**config.mk**
```make
export PLATFORM = sky130hd
export DESIGN_NAME = sa_result_drain_flat
export DESIGN_NICKNAME = d
export VERILOG_FILES = /design/src/rtl/sa_result_drain_if.sv /design/src/rtl/sa_result_drain.sv /design/src/flat_wrapper.sv
export SDC_FILE = /design/constraint.sdc
export NUM_CORES = 1
export LEC_CHECK = 0
export ABC_AREA = 0
export BUFFER_PORTS_ARGS = -buffer_cell sky130_fd_sc_hd__buf_2
export CAP_MARGIN = 15
export CORE_MARGIN = 2
export CORE_UTILIZATION = 30
export DETAILED_ROUTE_END_ITERATION = 16
export HOLD_SLACK_MARGIN = 0.02
export REMOVE_ABC_BUFFERS = 1
export SLEW_MARGIN = 20
export SYNTH_ARGS = -nofsm -noshare
export SYNTH_HDL_FRONTEND = slang
export SYNTH_SLANG_ARGS = --single-unit
```
**constraint.sdc**
```tcl
create_clock -name clk -period 14.6 [get_ports clk]
set_input_delay 1.46 -clock clk [delete_from_list [all_inputs] [get_ports clk]]
set_output_delay 1.46 -clock clk [all_outputs]
set_load 0.01 [all_outputs]
```
**src/rtl/sa_result_drain_if.sv**
```systemverilog
// Handshake and data bundle between the systolic-array controller side and the
// result drain: start/base in, skewed column data in, SRAM row writes and status out.
interface sa_result_drain_if #(
   parameter int N  = 4,
   parameter int DW = 16,
   parameter int AW = 8
);
   logic              start;
   logic [AW-1:0]     base_addr;
   logic [N*DW-1:0]   col_data;
   logic              mem_we;
   logic [AW-1:0]     mem_addr;
   logic [N*DW-1:0]   mem_wdata;
   logic              busy;
   logic              done;
   logic              err;

   modport master (
      output start, base_addr, col_data,
      input  mem_we, mem_addr, mem_wdata, busy, done, err
   );

   modport slave (
      input  start, base_addr, col_data,
      output mem_we, mem_addr, mem_wdata, busy, done, err
   );
endinterface

```
**src/rtl/sa_result_drain.sv**
```systemverilog
// Deskews the diagonal result wavefront from the array's bottom edge into
// N aligned rows and writes them to consecutive SRAM addresses.
module sa_result_drain #(
   parameter int N  = 4,
   parameter int DW = 16,
   parameter int AW = 8
) (
   input  logic            clk,
   input  logic            rst,
   sa_result_drain_if.slave bus
);
   localparam int KW = $clog2(2 * N);

   localparam logic [0:0] IDLE  = 1'b0;
   localparam logic [0:0] DRAIN = 1'b1;

   localparam logic [KW-1:0] K_FIRST_WR = KW'(N - 1);
   localparam logic [KW-1:0] K_LAST_WR  = KW'(2 * N - 2);
   localparam logic [KW-1:0] K_END      = KW'(2 * N - 1);

   logic [0:0]      state;
   logic [KW-1:0]   k;
   logic [AW-1:0]   addr_q;
   logic [N*DW-1:0] row;
   logic            wr_edge;

   logic            mem_we_q;
   logic [AW-1:0]   mem_addr_q;
   logic [N*DW-1:0] mem_wdata_q;
   logic            busy_q;
   logic            done_q;
   logic            err_q;

   // Column j is seen j edges after column 0, so it waits N-1-j edges to line up.
   for (genvar j = 0; j < N; j++) begin : g_col
      localparam int L = N - 1 - j;
      if (L == 0) begin : g_direct
         assign row[j*DW +: DW] = bus.col_data[j*DW +: DW];
      end else begin : g_dly
         logic [DW-1:0] sr [L];
         // NOTE: the deskew chain is a handful of flops, not a RAM, so it is
         // reset like any other state and never exposes stale data after rst.
         always_ff @(posedge clk or posedge rst) begin
            if (rst) begin
               for (int r = 0; r < L; r++) sr[r] <= '0;
            end else begin
               sr[0] <= bus.col_data[j*DW +: DW];
               for (int r = 1; r < L; r++) sr[r] <= sr[r-1];
            end
         end
         assign row[j*DW +: DW] = sr[L-1];
      end
   end

   assign wr_edge = (state == DRAIN) && (k >= K_FIRST_WR) && (k <= K_LAST_WR);

   // NOTE: all state here updates with non-blocking assignments so every
   // register samples the pre-edge values of its neighbours.
   always_ff @(posedge clk or posedge rst) begin
      if (rst) begin
         state       <= IDLE;
         k           <= '0;
         addr_q      <= '0;
         mem_we_q    <= 1'b0;
         mem_addr_q  <= '0;
         mem_wdata_q <= '0;
         busy_q      <= 1'b0;
         done_q      <= 1'b0;
         err_q       <= 1'b0;
      end else begin
         mem_we_q <= wr_edge;
         done_q   <= 1'b0;

         // Address register doubles as base + row index, wrapping modulo 2^AW.
         if (wr_edge) begin
            mem_addr_q  <= addr_q;
            mem_wdata_q <= row;
            addr_q      <= addr_q + AW'(1);
         end

         if (state == IDLE) begin
            if (bus.start) begin
               state  <= DRAIN;
               k      <= KW'(1);
               addr_q <= bus.base_addr;
               busy_q <= 1'b1;
               err_q  <= 1'b0;
            end
         end else begin
            // A start during the drain, including its final edge, is rejected.
            if (bus.start) err_q <= 1'b1;
            if (k == K_END) begin
               state  <= IDLE;
               k      <= '0;
               busy_q <= 1'b0;
               done_q <= 1'b1;
            end else begin
               k <= k + KW'(1);
            end
         end
      end
   end

   assign bus.mem_we    = mem_we_q;
   assign bus.mem_addr  = mem_addr_q;
   assign bus.mem_wdata = mem_wdata_q;
   assign bus.busy      = busy_q;
   assign bus.done      = done_q;
   assign bus.err       = err_q;
endmodule

```
**src/flat_wrapper.sv**
```systemverilog
// flat-port wrapper written by rule: the top's interface ports become plain ports
module sa_result_drain_flat 
#(
   parameter int N  = 4,
   parameter int DW = 16,
   parameter int AW = 8
)
  (clk, rst, bus_start, bus_base_addr, bus_col_data, bus_mem_we, bus_mem_addr, bus_mem_wdata, bus_busy, bus_done, bus_err);
  sa_result_drain_if #(.N(N), .DW(DW), .AW(AW)) bus_i ();
  input  logic clk;
  input  logic rst;
  input wire logic [$bits(bus_i.start)-1:0] bus_start;
  input wire logic [$bits(bus_i.base_addr)-1:0] bus_base_addr;
  input wire logic [$bits(bus_i.col_data)-1:0] bus_col_data;
  output wire logic [$bits(bus_i.mem_we)-1:0] bus_mem_we;
  output wire logic [$bits(bus_i.mem_addr)-1:0] bus_mem_addr;
  output wire logic [$bits(bus_i.mem_wdata)-1:0] bus_mem_wdata;
  output wire logic [$bits(bus_i.busy)-1:0] bus_busy;
  output wire logic [$bits(bus_i.done)-1:0] bus_done;
  output wire logic [$bits(bus_i.err)-1:0] bus_err;
  assign bus_i.start = bus_start;
  assign bus_i.base_addr = bus_base_addr;
  assign bus_i.col_data = bus_col_data;
  assign bus_mem_we = bus_i.mem_we;
  assign bus_mem_addr = bus_i.mem_addr;
  assign bus_mem_wdata = bus_i.mem_wdata;
  assign bus_busy = bus_i.busy;
  assign bus_done = bus_i.done;
  assign bus_err = bus_i.err;
  sa_result_drain #(.N(N), .DW(DW), .AW(AW)) u_core (.clk(clk), .rst(rst), .bus(bus_i));
endmodule
```
# Yosys cells after proc, flatten, opt, wreduce, memory -nomap -nowiden
# Index checks and enable logic that the tools add are counted.
op_classes:
  shifts: 0
  div_mod_pow: 0
  n_reduce_logical: 4
  order_cmp: 2
  mul: 0
  eq_ne: 2
  addsub: 2
  mux: 16
  n_bitwise: 0
op_table:
  columns: ["op", "count"]
  rows:
  - ["two-way mux 8 bit", 3]
  - ["two-way mux 1 bit", 10]
  - ["two-way mux 3 bit", 3]
  - ["adder 8 x 1 -> 8 bit, second input constant", 1]
  - ["adder 3 x 1 -> 3 bit, second input constant", 1]
  - ["== test 3 bit, second input constant", 1]
  - ["greater-or-equal comparator 3 x 2 -> 1 bit, second input constant", 1]
  - ["<= comparator 3 bit, second input constant", 1]
  - ["logical AND 1 bit", 2]
  - ["!= test 2 bit, second input constant", 1]
  - ["AND reduction 2 bit", 1]
  - ["nonzero test 2 bit", 1]
word_totals:
  register_bits: 184
  latchBits: 0
  mem_bits_rw: 0
  mem_count: 0
  romBits: 0
  out_inout_bits: 76
  in_bits: 75
  wordCells: 41

# Longest topological paths before layout
logic_depth:
  depth_word: 6
  mapped_depth: 7
  mapped_depth_nobuf: 6

# Worst setup path after synthesis
# No wires, ideal clock.
synth_path:
  kind: "input port to flip-flop"
  start: "in bus_start"
  end: "reg u_core.addr_q[7]"
  path_buffers: 2
  required_ps: 14474
  path_slack_ps: 12118
  cell_stages: 5
  arrival_ps: 2356
  path_cell_list: "buf_2 -> nor2b_1 -> clkbuf_1 -> nor2_1 -> a221o_1"
synth_via:
  elab_chain_cells: 2
synth_lines:
  columns: ["element", "line_no", "source"]
  rows:
  - ["start, declared", "flat_wrapper.sv:12", "input wire logic [$bits(bus_i.start)-1:0] bus_start;"]
  - ["two-way mux 8 bit", "sa_result_drain.sv:82", "if (bus.start) begin"]
  - ["two-way mux 8 bit", "sa_result_drain.sv:81", "if (state == IDLE) begin"]
  - ["end signal, assigned", "sa_result_drain.sv:78", "addr_q <= addr_q + AW'(1);"]
  - ["end signal, assigned", "sa_result_drain.sv:85", "addr_q <= bus.base_addr;"]
  - ["end, declared", "sa_result_drain.sv:23", "logic [AW-1:0] addr_q;"]
# Every way passes these cells.
# A chain may end at the register's enable or synchronous reset.

# Final worst setup path
layout_path:
  start: "reg u_core.k[1]"
  end: "reg u_core.mem_wdata_q[50], in the netlist u_core.bus.mem_wdata[50]"
layout_via:
  elab_chain_cells: 3
layout_lines:
  columns: ["element", "line_no", "source"]
  rows:
  - ["start, declared", "sa_result_drain.sv:22", "logic [KW-1:0] k;"]
  - ["start signal, assigned", "sa_result_drain.sv:98", "k <= k + KW'(1);"]
  - ["greater-or-equal comparator 3 x 2 -> 1 bit", "sa_result_drain.sv:55", "assign wr_edge = (state == DRAIN) && (k >= K_FIRST_WR) && (k <= K_LAST_WR);"]
  - ["logical AND 1 bit", "sa_result_drain.sv:55", null]
  - ["logical AND 1 bit (*)", "sa_result_drain.sv:55", null]
  - ["end signal, assigned", "sa_result_drain.sv:77", "mem_wdata_q <= row;"]
  - ["end, declared", "sa_result_drain.sv:29", "logic [N*DW-1:0] mem_wdata_q;"]
# Mark *: on every way between the ends. The rest lies on a longest branch, timed or not.

==> out/summary.txt <==
Starting Density - 0.307
Post-CTS Hold Buffers - 0
RePlAce Congestion - 0.665
Slack of the critical path - 11.53 ns
Crit path arrival time - 3.37 ns
Total gr overflow - 0
Core Region - 20300 µm²
Unrepaired setup endpoints after global routing - no
Crit path max-delay family - buffers and inverters
Initial antenna violation count - 0
Post-DP HPWL - 7.63 mm
Total CTS buffers - 17
Crit share post-route - 0.210
Critical Path RT - 14.90 ns
Worst-path cell chain - ha_1, ha_1, a211o_1, nand3_4, buf_4, mux2_2
Seq cells post-synth - 184
CP Max Fanout - 50
Ys Warns - 0
Min cycle time layout - 3.07 ns
Remaining DRCs - 0
Pwr dens - 243 nW/µm²
Post-CTS sizing - 0
Setup Buffers After CTS - 0
Setup violators final - 0
Most frequent cells in the layout - 184 x dfrtp_1, 150 x buf_2, 60 x mux2_4, 17 x clkbuf_16
Multiplexer area fraction after synthesis - 0.168
Setup_tns - 0 ns
Hold Crit Start - u_core.g_col[1].g_dly.sr[24]$_DFF_PP0_
# port buffers - 150
Total Wirelength - 11.5 mm
DR vias/cell - 4.15
Rel. slew slack - 0.393
CTS tree - built
Fmax - 326 MHz
# diodes - 0
Row Count - 52
Total GRT Usage - 0.111
Crit path from - u_core.k[1]$_DFFE_PP0P_
Register area share after synthesis - 0.739
Drt pass-1 iters - 4
CP max stage delay - 0.82 ns
Post-synth EDFFs - 0
Xor-xnor portion of the synthesized cell area - 0.00844
CTS sink count - 184
Initial DRC Count - 117
Most used cell along the critical path - ha_1
Compound-Gate Fraction of Synth Area - 0.0203
Final Max Slew Viols - 0
Fin. Hold Viols - 0
Status - completed
Avg Inst Size Synth - 18.5 µm²
Netlist cell types - 35
Critical path endpoint category - flip-flop
Placed cell count - 747
Reg area - 4600 µm²
Ys async rst share - 1.00
FILL cells - 1945
Most used DFF post-synth - dfrtp_1
CTS root buf - clkbuf_16
Vias - 3222
Clock latency on the worst-skew pair - 0.42 ns
Synth Area in Adders - 0.0100
Slowest CP cell - buf_4
H-tree lvl count - 4
Cells after Synth - 337
Vias in the first global route - 3539
Wirelength per Cell - 14.9 µm
Crit path buf inv count - 1
CP Launch Type - flip-flop
Main combinational cell family by area after synthesis - multiplexers
Die Y - 148 µm
Simple-gate share of the synthesized area - 0.0342
Area grow syn2layout - 25.0%
Worst hold path type - reg2reg
Post-Layout Cell Count - 777
Worst Tran Pin Value - 0.910 ns
Cell area after synthesis - 6230 µm²
Pre-CTS setup slack - 11.47 ns
Leak pwr - 3.75 nW
Clock buffer depth - 2
Share of post-route cells with drive strength above 1 - 0.507
Most common cell after layout, fill and taps aside - dfrtp_1
First-pass GRT wire length - 18.8 mm
Die X - 148 µm
Area of the multi-input gates - 1510 µm²
RR Startpoint - u_core.k[1]$_DFFE_PP0P_
CTS clk-pin slew, worst paths - 0.07 ns
WS Path Type - reg2reg
Clock skew - 0.0106 ns
Largest net degree at the start of global routing - 113
I/O pins - 151
Final nets - 576
DIE AREA - 21900 µm²
Peak VDD IR - 0.000138 V
Max-cap viol count - 0
Final ANT Viol Nets - 0
## per-stage QoR
stage | power [mW] | cell area [µm²] | utilization | hold WS [ns]
after global placement | 1.46 | 7240 | 0.357 | 0.331
final | 1.89 | 7780 | 0.383 | 0.346
after detailed placement | 1.49 | 7240 | 0.357 | 0.335
after floorplan | 1.36 | 6120 | - | 0.331
after CTS | 1.93 | 7780 | 0.383 | 0.348
after global routing | 2.01 | 7780 | 0.383 | 0.348
## sequential cells by signal (all words and copies together) (netlist names)
name,cells
u_core.addr_q,8
u_core.bus.busy,1
u_core.bus.done,1
u_core.bus.err,1
u_core.bus.mem_addr,8
u_core.bus.mem_wdata,64
u_core.bus.mem_we,1
u_core.g_col.g_dly.sr,96
u_core.k,3
u_core.state,1
## layer usage
layer	track usage	part of all wire	vias to the layer above	routed length, µm
met4	0.0410	0.015	0	178
met3	0.0371	0.057	13	653
met5	0	0	-	0
li1	-	-	1462	-
met1	0.143	0.45	1641	5160
met2	0.174	0.48	106	5550
## worst paths after layout
path | end | slack [ns] | cells past startpoint
worst max-delay path | u_core.bus.mem_wdata[50]$_DFFE_PP0P_ | 11.53 | 6
worst max register to register | u_core.bus.mem_wdata[50]$_DFFE_PP0P_ | 11.53 | 6
min in group asynchronous | u_core.bus.mem_wdata[39]$_DFFE_PP0P_ | 1.18 | 2
max in group asynchronous | u_core.bus.mem_wdata[50]$_DFFE_PP0P_ | 12.07 | 3
worst min-delay path | u_core.g_col[1].g_dly.sr[8]$_DFF_PP0_ | 0.35 | 0
worst min register to register | u_core.g_col[1].g_dly.sr[8]$_DFF_PP0_ | 0.35 | 0
## synthesized netlist by cell type, types with 2 or more instances
cell | number | area (µm²)
inv_1 | 4 | 15.0
a211oi_1 | 2 | 15.0
nand2_1 | 9 | 33.8
nand2b_1 | 3 | 18.8
mux2_1 | 4 | 45.0
a21oi_1 | 4 | 20.0
nor2b_1 | 3 | 18.8
xnor2_1 | 5 | 43.8
clkbuf_1 | 2 | 7.51
nor4_2 | 2 | 25.0
mux2_2 | 9 | 101
a31oi_1 | 2 | 12.5
o21ai_1 | 3 | 15.0
buf_6 | 8 | 90.1
dfrtp_1 | 184 | 4600
mux2_4 | 60 | 901
buf_2 | 2 | 10.0
ha_1 | 5 | 62.6
nand3_1 | 2 | 10.0
nor2_1 | 8 | 30.0
o21ai_0 | 2 | 10.0
## cell type report
type | count | area share
Clock buffer | 21 | 0.0604
Sequential cell | 184 | 0.592
Multi-Input combinational cell | 137 | 0.195
Clock inverter | 9 | 0.00884
Tap cell | 270 | 0.0434
Timing Repair Buffer | 152 | 0.0984
Inverter | 4 | 0.00289
## kinds of logic (layout without fill, tap and decap cells)
group,count (synthesis),in the layout
fa+ha+maj,5,5
compound gates,18,18
xor+xnor,6,6
mux,73,73
buf+inv,16,186
simple gates,35,35
flops,184,184
## worst reg2reg max path, delay by kind of cell, from the launching register on
kind,cells,cell delay [ns]
buffers and inverters,1,0.82
AOI/OAI and AO/OA,1,0.33
muxes,1,0.45
adders and majority gates,2,0.48
DFF,1,0.47
and+or+nand+nor,1,0.41
## power by group
part	switching (mW)	internal, mW
Combinational	0.318	0.403
Sequential	0.0921	0.655
Clock	0.191	0.231
(Power assumes the default switching activity.)
